### src/rtl/ws2812_receiver_if.sv
// rtl/ws2812_receiver_if.sv - pixel/frame event bundle produced by the WS2812 receiver
interface ws2812_receiver_if;
  logic        pixel_valid;
  logic [23:0] pixel_data;
  logic [15:0] pixel_idx;
  logic        frame_done;
  logic [15:0] frame_leds;
  logic        error;
  logic        busy;

  modport master (
    output pixel_valid, pixel_data, pixel_idx, frame_done, frame_leds, error, busy
  );

  modport slave (
    input pixel_valid, pixel_data, pixel_idx, frame_done, frame_leds, error, busy
  );
endinterface

### src/rtl/ws2812_receiver.sv
// rtl/ws2812_receiver.sv - WS2812 pulse-width decoder into pixel words and a frame buffer
module ws2812_receiver #(
  parameter int LED_COUNT    = 8,
  parameter int BIT_THRESH   = 26,
  parameter int MIN_HIGH     = 5,
  parameter int MAX_HIGH     = 50,
  parameter int RESET_CYCLES = 2500
) (
  input  logic                   clk,
  input  logic                   reset,
  input  logic                   din,
  output logic [LED_COUNT*24-1:0] data,
  ws2812_receiver_if.master      px
);

  typedef enum logic [1:0] {ALIGN, IDLE, HIGH, LOW} state_t;

  localparam logic [16:0] CNT_MAX = 17'(RESET_CYCLES);

  state_t      state_q, state_d;
  logic        sync1_q, din_s_q, din_d_q;
  logic [16:0] cnt_q, cnt_d;
  logic [4:0]  bit_idx_q, bit_idx_d;
  logic [15:0] pix_cnt_q, pix_cnt_d;
  logic [23:0] shift_q, shift_d;
  logic [23:0] pixel_data_q, pixel_data_d;
  logic [15:0] pixel_idx_q, pixel_idx_d;
  logic [15:0] frame_leds_q, frame_leds_d;
  logic        pixel_valid_q, pixel_valid_d;
  logic        frame_done_q, frame_done_d;
  logic        error_q, error_d;
  logic        busy_q, busy_d;
  logic [LED_COUNT*24-1:0] data_q;

  logic        rise;
  logic        bit_val;
  logic        data_we;
  logic [16:0] cnt_inc;
  logic [23:0] shift_new;

  // Two-flop synchronizer plus one delay stage for edge detection
  always_ff @(posedge clk or negedge reset) begin
    if (!reset) begin
      sync1_q <= 1'b0;
      din_s_q <= 1'b0;
      din_d_q <= 1'b0;
    end else begin
      sync1_q <= din;
      din_s_q <= sync1_q;
      din_d_q <= din_s_q;
    end
  end

  // Next-state decode: pulse-width classification, pixel assembly, frame end
  always_comb begin
    state_d       = state_q;
    cnt_d         = cnt_q;
    bit_idx_d     = bit_idx_q;
    pix_cnt_d     = pix_cnt_q;
    shift_d       = shift_q;
    pixel_data_d  = pixel_data_q;
    pixel_idx_d   = pixel_idx_q;
    frame_leds_d  = frame_leds_q;
    busy_d        = busy_q;
    pixel_valid_d = 1'b0;
    frame_done_d  = 1'b0;
    error_d       = 1'b0;
    data_we       = 1'b0;
    rise          = din_s_q & ~din_d_q;
    cnt_inc       = (cnt_q >= CNT_MAX) ? cnt_q : cnt_q + 17'd1;
    bit_val       = (cnt_q >= 17'(BIT_THRESH));
    shift_new     = {shift_q[22:0], bit_val};

    case (state_q)
      ALIGN: begin
        busy_d = 1'b0;
        if (din_s_q) begin
          cnt_d = 17'd0;
        end else begin
          cnt_d = cnt_inc;
          if (cnt_inc >= CNT_MAX) state_d = IDLE;
        end
      end
      IDLE: begin
        busy_d = 1'b0;
        if (rise) begin
          cnt_d     = 17'd1;
          bit_idx_d = 5'd0;
          pix_cnt_d = 16'd0;
          busy_d    = 1'b1;
          state_d   = HIGH;
        end
      end
      HIGH: begin
        if (din_s_q) begin
          cnt_d = cnt_inc;
          if (cnt_inc > 17'(MAX_HIGH)) begin
            // Line stuck high: resynchronise on a clean low interval
            error_d = 1'b1;
            busy_d  = 1'b0;
            cnt_d   = 17'd0;
            state_d = ALIGN;
          end
        end else if (cnt_q < 17'(MIN_HIGH)) begin
          // Glitch; the current low cycle already counts toward alignment
          error_d = 1'b1;
          busy_d  = 1'b0;
          cnt_d   = 17'd1;
          state_d = ALIGN;
        end else begin
          shift_d = shift_new;
          cnt_d   = 17'd1;
          state_d = LOW;
          if (bit_idx_q == 5'd23) begin
            pixel_valid_d = 1'b1;
            pixel_data_d  = shift_new;
            pixel_idx_d   = pix_cnt_q;
            data_we       = (int'(pix_cnt_q) < LED_COUNT);
            pix_cnt_d     = (pix_cnt_q == 16'hFFFF) ? pix_cnt_q : pix_cnt_q + 16'd1;
            bit_idx_d     = 5'd0;
          end else begin
            bit_idx_d = bit_idx_q + 5'd1;
          end
        end
      end
      LOW: begin
        if (din_s_q) begin
          cnt_d   = 17'd1;
          state_d = HIGH;
        end else begin
          cnt_d = cnt_inc;
          if (cnt_inc >= CNT_MAX) begin
            // Reset interval: close the frame, flag any dangling partial pixel
            frame_done_d = 1'b1;
            frame_leds_d = pix_cnt_q;
            busy_d       = 1'b0;
            error_d      = (bit_idx_q != 5'd0);
            state_d      = IDLE;
          end
        end
      end
      default: state_d = ALIGN;
    endcase
  end

  // Decoder state and output registers
  always_ff @(posedge clk or negedge reset) begin
    if (!reset) begin
      state_q       <= ALIGN;
      cnt_q         <= 17'd0;
      bit_idx_q     <= 5'd0;
      pix_cnt_q     <= 16'd0;
      shift_q       <= 24'd0;
      pixel_data_q  <= 24'd0;
      pixel_idx_q   <= 16'd0;
      frame_leds_q  <= 16'd0;
      pixel_valid_q <= 1'b0;
      frame_done_q  <= 1'b0;
      error_q       <= 1'b0;
      busy_q        <= 1'b0;
    end else begin
      state_q       <= state_d;
      cnt_q         <= cnt_d;
      bit_idx_q     <= bit_idx_d;
      pix_cnt_q     <= pix_cnt_d;
      shift_q       <= shift_d;
      pixel_data_q  <= pixel_data_d;
      pixel_idx_q   <= pixel_idx_d;
      frame_leds_q  <= frame_leds_d;
      pixel_valid_q <= pixel_valid_d;
      frame_done_q  <= frame_done_d;
      error_q       <= error_d;
      busy_q        <= busy_d;
    end
  end

  // Frame buffer: only slots below LED_COUNT are written, the rest persist
  always_ff @(posedge clk or negedge reset) begin
    if (!reset) begin
      data_q <= '0;
    end else begin
      for (int i = 0; i < LED_COUNT; i++) begin
        if (data_we && (pix_cnt_q == 16'(i))) data_q[i*24 +: 24] <= shift_new;
      end
    end
  end

  assign data           = data_q;
  assign px.pixel_valid = pixel_valid_q;
  assign px.pixel_data  = pixel_data_q;
  assign px.pixel_idx   = pixel_idx_q;
  assign px.frame_done  = frame_done_q;
  assign px.frame_leds  = frame_leds_q;
  assign px.error       = error_q;
  assign px.busy        = busy_q;

endmodule

### src/flat_wrapper.sv
// flat-port wrapper written by rule: the top's interface ports become plain ports
module ws2812_receiver_flat 
#(
  parameter int LED_COUNT    = 8,
  parameter int BIT_THRESH   = 26,
  parameter int MIN_HIGH     = 5,
  parameter int MAX_HIGH     = 50,
  parameter int RESET_CYCLES = 2500
)
  (clk, reset, din, data, px_pixel_valid, px_pixel_data, px_pixel_idx, px_frame_done, px_frame_leds, px_error, px_busy);
  ws2812_receiver_if px_i ();
  input  logic clk;
  input  logic reset;
  input  logic din;
  output logic [LED_COUNT*24-1:0] data;
  output wire logic [$bits(px_i.pixel_valid)-1:0] px_pixel_valid;
  output wire logic [$bits(px_i.pixel_data)-1:0] px_pixel_data;
  output wire logic [$bits(px_i.pixel_idx)-1:0] px_pixel_idx;
  output wire logic [$bits(px_i.frame_done)-1:0] px_frame_done;
  output wire logic [$bits(px_i.frame_leds)-1:0] px_frame_leds;
  output wire logic [$bits(px_i.error)-1:0] px_error;
  output wire logic [$bits(px_i.busy)-1:0] px_busy;
  assign px_pixel_valid = px_i.pixel_valid;
  assign px_pixel_data = px_i.pixel_data;
  assign px_pixel_idx = px_i.pixel_idx;
  assign px_frame_done = px_i.frame_done;
  assign px_frame_leds = px_i.frame_leds;
  assign px_error = px_i.error;
  assign px_busy = px_i.busy;
  ws2812_receiver #(.LED_COUNT(LED_COUNT), .BIT_THRESH(BIT_THRESH), .MIN_HIGH(MIN_HIGH), .MAX_HIGH(MAX_HIGH), .RESET_CYCLES(RESET_CYCLES)) u_core (.clk(clk), .reset(reset), .din(din), .data(data), .px(px_i));
endmodule
### config.mk
export PLATFORM = sky130hd
export DESIGN_NAME = ws2812_receiver_flat
export DESIGN_NICKNAME = d
export VERILOG_FILES = /design/src/rtl/ws2812_receiver_if.sv /design/src/rtl/ws2812_receiver.sv /design/src/flat_wrapper.sv
export SDC_FILE = /design/constraint.sdc
export NUM_CORES = 1
export LEC_CHECK = 0
export ABC_CLOCK_PERIOD_IN_PS = 3500
export BUFFER_PORTS_ARGS = -buffer_cell sky130_fd_sc_hd__buf_4
export CAP_MARGIN = 0
export CORE_MARGIN = 2
export CORE_UTILIZATION = 48
export CTS_CLUSTER_DIAMETER = 60
export CTS_CLUSTER_SIZE = 10
export DETAILED_ROUTE_END_ITERATION = 8
export PLACE_DENSITY = 0.68
export SYNTH_ARGS = -nofsm -noshare
export SYNTH_HDL_FRONTEND = slang
export SYNTH_SLANG_ARGS = --single-unit
export TNS_END_PERCENT = 50
### constraint.sdc
create_clock -name clk -period 3.5 [get_ports clk]
set_input_delay 0.175 -clock clk [delete_from_list [all_inputs] [get_ports clk]]
set_output_delay 0.175 -clock clk [all_outputs]
set_load 0.03 [all_outputs]
==> impl_metrics.yaml, run 1 <==
power_and_ir_drop:
  p_leak_nw: 8.66
  power_density_nw_per_um2: 444
  swShare_pct: 21.2
  clkPwrFrac_pct: 47.8
  seqPwrFrac_pct: 50.6
  p_sw_mw: 1.55
  combPwrFrac_pct: 1.7
  irDropWorstVdd_uv: 377
  intPower_mw: 5.75
clock_tree:
  cts_buffers: 38
  clock-sinks: 318
  clk_latency_ps: 530
  post-cts-setup-buffers: 0
  cts_max_level: 2
  clockBufferDepth: 3
  cts.root.buffer_cell: "clkbuf_16"
  clk_pin_slew_ps: 50
  cts_tree: "yes"
setup_path:
  crit_start: "u_core.cnt_q[4]$_DFFE_PN0P_"
  critPathArrivalTime_ps: 3620
  r2r_setup_slack_ps: 290
  r2r_cells: 8
  start_kind: "register"
  cp.required_ps: 3910
  timing.rr.end: "u_core.px.frame_leds[1]$_DFFE_PN0P_"
  worstSetupEndpointType: "register"
  rr_startpoint: "u_core.cnt_q[4]$_DFFE_PN0P_"
  worstPathMaxFanout: 18
  criticalPathCategory: "reg2reg"
placement:
  place_area_sq_um: 15400
  port_buffers: 254
  dp.cells: 1512
  routabilityCongestion: 0.912
  dp_hpwl_microns: 21800
  place_worst_setup_slack_ps: 142
sta:
  tightest_slew_ps: 835
  clock_skew_ps: 9.38
  setup_slack_ps: 286
  final_max_slew_viol_count: 0
  rsz0062_at_grt: "no"
  slew_headroom_pct: 44.0
  setup_tns_ps: 0
  finalHoldViolations: 0
  fmax_mhz: 311
  period_minus_slack_ps: 3210
  setup_violations: 0
  fin_crit_sh_pct: 91.8
die:
  design.die.area_sq_um: 28500
  die_h_microns: 169
  start_util_pct: 48.7
  core_area_sq_um: 26800
  rows: 60
  pin_count: 255
  chipWidth_microns: 169
drt:
  ant_nets: 0
  wl_microns: 32600
  drtPass1Iterations: 5
  routed_via_density: 5.50
  num_vias: 8567
  drt_iter0_markers: 426
  drc: 0
  post_drt_wl_per_cell_microns: 20.9
finish:
  postLayoutCellArea_sq_um: 16500
  nFillCells: 2102
  fin_nets: 1224
  antennaDiodeCount: 0
  layoutNonFillerInstCount: 1558
  drive_gt1_share_pct: 49.3
  syn2layout_area_growth_pct: 26.0
  multi_input_comb_area_sq_um: 4780
  final_cell_mix: "318 x dfrtp_1, 275 x buf_4, 253 x mux2_2, 44 x nand2_1, 42 x nor2_1"
  final_common_cell: "dfrtp_1"
  seq_area_sq_um: 7960
  fin_util_pct: 61.4
global_route:
  gr-total-overflow: 0
  antenna_found_initial: 0
  grt_max_degree: 97
  grt_use_total_pct: 22.8
  grt_pass1_wl_microns: 50700
  grt_pass1_vias: 8759
yosys:
  yosysUniqueCellTypes: 61
  synth_edf_count: 0
  syn_area_per_cell_sq_um: 13.6
  synth_warnings: 0
  synthesis.area_sq_um: 13100
  yosysSeqAreaShare_pct: 60.9
  synth-main-ff-cell: "dfrtp_1"
  synth-seq-cells: 318
  synthArstFlopShare_pct: 100
  synthCells: 962
  syn_nets: 973
job:
  cap_violations: 0
status:
  status: "complete, no violations"
worst_hold_path:
  hold_class: "in2async"
[flip-flops by register name (all words and copies together) (netlist names), 2 cells and up]
signal and cells:
u_core.data 192, u_core.px.pixel_data 24, u_core.shift_q 23, u_core.cnt_q 17, u_core.pix_cnt_q 16, u_core.px.frame_leds 16, u_core.px.pixel_idx 16, u_core.bit_idx_q 5
u_core.state_q 2
[timing repair]
action	4_1_cts	5_1_grt
endpoints found under the hold margin	92	0
setup endpoints to repair	0	7
hold buffers	2	0
gates resized for setup	0	2
[power groups by stage]
stage / clock (mW) / sequential (mW) / combinational, mW
floorplan: 0 / 3.75 / 0.0314
global placement: 0 / 3.76 / 0.125
detailed placement: 0 / 3.76 / 0.125
CTS: 3.58 / 3.69 / 0.127
global route: 3.71 / 3.69 / 0.143
finish: 3.49 / 3.69 / 0.121
[worst max path at each step]
| stage | endpoint | slack (ps) |
|---|---|---|
| 6_report | u_core.px.frame_leds[1]$_DFFE_PN0P_ | 290 |
| 5_1_grt | u_core.px.frame_leds[1]$_DFFE_PN0P_ | 90 |
| 4_1_cts | u_core.cnt_q[5]$_DFFE_PN0P_ | 130 |
| 3_5_place_dp | u_core.cnt_q[9]$_DFFE_PN0P_ | 140 |
| 3_3_place_gp | u_core.cnt_q[5]$_DFFE_PN0P_ | 170 |
| 2_1_floorplan | u_core.px.frame_leds[10]$_DFFE_PN0P_ | 520 |
[critical path, cell delays in order, from the launching register on]
cell and delay, ps:
dfrtp_1 530, nor4_1 140, or4_1 650, nand3_1 200
o211ai_1 130, a221o_1 410, o31a_4 330, nor2_8 310
mux2_2 380
[cell usage after synthesis (9+ instances only)]
library cell	instances	area (sq um)
dfrtp_1	318	7960
mux2_2	253	2850
clkbuf_1	60	225
nand2_1	44	165
nor2_1	42	158
o21ai_0	33	165
a21oi_1	19	95.1
nor3_1	17	85.1
nand3_1	15	75.1
xnor2_1	14	123
inv_1	13	48.8
nor2b_1	10	62.6
nor4_1	9	56.3
[cells by family after synthesis]
logic type	synth area share (%)
flip-flops	60.9
multiplexers	22.9
AND/OR/NAND/NOR	7.71
AO/OA/AOI/OAI	4.03
buffers and inverters	2.68
XOR/XNOR	1.01
adder cells (fa/ha/maj)	0.766
[layout make-up]
cell class / instances / area share (%)
multi-input cells: 560 / 29.1
well taps: 341 / 2.59
clock inverters: 5 / 0.593
inverters: 13 / 0.296
clock buffers: 39 / 5.86
repair buffers: 282 / 13.2
flip-flops and latches: 318 / 48.3
[stage by stage]
step	power (mW)	hold WS, ps
finish	7.31	275
detailed placement	3.88	264
CTS	7.40	291
global placement	3.88	269
floorplan	3.78	-121
global route	7.55	290
[layer usage]
metal	up-vias	global-route usage, %	part of all wire, %	wire [microns]
met5	-	0	0	0
met4	0	7.65	3.0	986
met3	57	6.52	6.9	2260
met2	240	37.2	48	15700
met1	4401	29.6	42	13700
li1	3869	-	-	-
Power figures use the tool's default switching activity.
==> inputs of run 2 (changes only) <==
Settings changed: ABC_AREA set to 1.
==> run 2 against run 1 <==
  * Sequential share of layout area is 0.83 points higher
  * Wire length up 8.8%
  * Power increased by 1.2%
  * Critical endpoint is now u_core.px.error$_DFF_PN0_
  * Sequential cell count did not move
  * Highest routed layer unchanged
  * Clock skew is 9.2 ps higher
  * Maximum frequency rose by 7.7%
  * Non-clock buffer count decreased by 8
  * Setup slack gained 230 ps
  * Largest power group unchanged
==> impl_metrics.yaml, run 2 <==
sta:
  fmax_mhz: 335
  worst_hold_slack_ps: 292
  setup_violations: 0
  setup_tns_ps: 0
  clock_skew_ps: 18.6
  tightest_slew_ps: 888
  slew_headroom_pct: 40.7
  fin_crit_sh_pct: 85.2
  finalHoldViolations: 0
  rsz0062_at_grt: "no"
  final_max_slew_viol_count: 0
  period_minus_slack_ps: 2980
yosys:
  yosys.area.top_type: "dfrtp_1"
  synth_warnings: 0
  synth_compound_area_share_pct: 12.7
  syn_nets: 1408
  synthMuxAreaShare_pct: 0
  synthesis.area_sq_um: 12900
  synth_area_leaders: "dfrtp_1 61%, nand2_1 12%, o21ai_0 10%"
  yosysSeqAreaShare_pct: 61.5
  yosysUniqueCellTypes: 35
  synth_simple_gate_area_share_pct: 18.3
  synth_fa_ha_area_share_pct: 0.773
  netlist_top_cells_count: "421 x nand2_1, 318 x dfrtp_1, 265 x o21ai_0"
  synth_top_area_share_pct: 61.5
  synthCells: 1397
  synth_top_family_by_area: "simple AND/OR/NAND/NOR gates"
  synth_edf_count: 0
  synth-xor-area-share_pct: 0.947
  syn_area_per_cell_sq_um: 9.27
  synth.most_common_cell: "nand2_1"
  synth-seq-cells: 318
  synthArstFlopShare_pct: 100
  synth-main-ff-cell: "dfrtp_1"
finish:
  nFillCells: 2314
  postLayoutCellArea_sq_um: 16200
  largest_reg_flops: 192
  drive_gt1_share_pct: 20.6
  final_cell_mix: "421 x nand2_1, 318 x dfrtp_1, 269 x buf_4, 265 x o21ai_0, 94 x inv_1"
  fin_util_pct: 60.5
  fin_nets: 1654
  syn2layout_area_growth_pct: 25.0
  final_common_cell: "nand2_1"
  antennaDiodeCount: 0
global_route:
  gr-total-overflow: 0
  grt_use_total_pct: 24.8
  antenna_found_initial: 0
  grt_pass1_wl_microns: 56000
  grt_max_degree: 108
  grt_pass1_vias: 10002
clock_tree:
  post-cts-setup-buffers: 0
  cts_tree: "yes"
  cts_buffers: 39
  cts_hold_buf: 2
  clockBufferDepth: 3
  clk_pin_slew_ps: 50
  ctsResizeCount: 0
  cts.root.buffer_cell: "clkbuf_16"
  cts_max_level: 2
  clk_latency_ps: 520
  clock-sinks: 318
drt:
  drtPass1Iterations: 7
  drc: 0
  wl_microns: 35400
  num_vias: 10470
  post_drt_wl_per_cell_microns: 17.8
  ant_nets: 0
  drt_iter0_markers: 913
  routed_via_density: 5.26
die:
  design.die.area_sq_um: 28300
  die_h_microns: 168
  core_area_sq_um: 26700
  rows: 60
  start_util_pct: 48.4
  pin_count: 255
  chipWidth_microns: 168
setup_path:
  cp.required_ps: 3890
  worstPathMaxFanout: 33
  crit_start: "u_core.cnt_q[9]$_DFFE_PN0P_"
  criticalPathCategory: "reg2reg"
  r2r_cells: 14
  worstSetupEndpointType: "register"
  critPathArrivalTime_ps: 3370
  start_kind: "register"
  rr_startpoint: "u_core.cnt_q[9]$_DFFE_PN0P_"
status:
  status: "complete, no violations"
placement:
  place_area_sq_um: 15100
  port_buffers: 254
  routabilityCongestion: 0.860
  dp_hpwl_microns: 24300
power_and_ir_drop:
  p_leak_nw: 7.95
  irDropWorstVdd_uv: 382
  power_density_nw_per_um2: 457
  fin_total_pwr_mw: 7.40
worst_hold_path:
  hold_class: "in2async"
job:
  cap_violations: 0
-- run 2: changes by cell type after synthesis, moves of 12 or more --
cell / previous run / this run
buf_2: 6 / 25
buf_6: 1 / 14
clkbuf_1: 60 / 27
inv_1: 13 / 94
mux2_2: 253 / 0
nand2_1: 44 / 421
nand3_1: 15 / 49
nor2_1: 42 / 58
o21ai_0: 33 / 265
o21ai_1: 2 / 31
xnor2_1: 14 / 1
xor2_1: 1 / 13
-- run 2: layout make-up --
type,count,area (sq um),area share [%]
Tap cell,341,427,2.64
Clock inverter,7,110,0.680
Inverter,95,357,2.20
Sequential cell,318,7960,49.2
Timing Repair Buffer,274,2090,12.9
Multi-Input combinational cell,915,4260,26.3
Clock buffer,39,976,6.03
-- run 2: cells by family after synthesis --
family | Yosys count
fa+ha+maj | 8
buf+inv | 164
flops | 318
simple gates | 573
compound gates | 320
xor+xnor | 14
-- run 2: routing by layer --
| metal | wire length, microns | part of all wire (%) | track usage [%] | up-vias |
|---|---|---|---|---|
| met5 | 0 | 0 | 0 | - |
| met4 | 1030 | 2.9 | 7.98 | 0 |
| met3 | 2220 | 6.3 | 5.03 | 63 |
| met2 | 16900 | 48 | 40.2 | 347 |
| met1 | 15200 | 43 | 33.8 | 5033 |
| li1 | - | - | - | 5027 |
-- run 2: stage by stage --
step / instances / setup slack (ps)
floorplan: 1397 / 1340
global placement: 1941 / 519
detailed placement: 1941 / 515
CTS: 1989 / 509
global route: 1989 / 154
finish: 1989 / 516
-- run 2: worst paths after layout --
path	slack, ps	to
min in group clk	320	u_core.sync1_q$_DFF_PN0_
max in group asynchronous	2150	u_core.data[131]$_DFFE_PN0P_
worst min register to register	440	u_core.din_s_q$_DFF_PN0_
worst max-delay path	520	u_core.px.error$_DFF_PN0_
worst min-delay path	290	u_core.pix_cnt_q[7]$_DFFE_PN0P_
worst max register to register	520	u_core.px.error$_DFF_PN0_
-- run 2: report_power, final --
group,total (mW),switching (mW),internal (mW)
Sequential,3.69,0.00853,3.68
Combinational,0.114,0.0926,0.0218
Clock,3.59,1.45,2.13
-- run 2: critical path: stages, from the launching register on --
cell and delay (ps):
dfrtp_1 440, nor2_1 270, nor2_2 100, nor2_4 330, nand2_2 270, nand2_1 120
nand2_1 80, nor2_1 150, nand2_1 110, nand3_1 90, nand2_1 110, nand2_2 440
inv_1 130, o21ai_0 100, o21ai_0 100
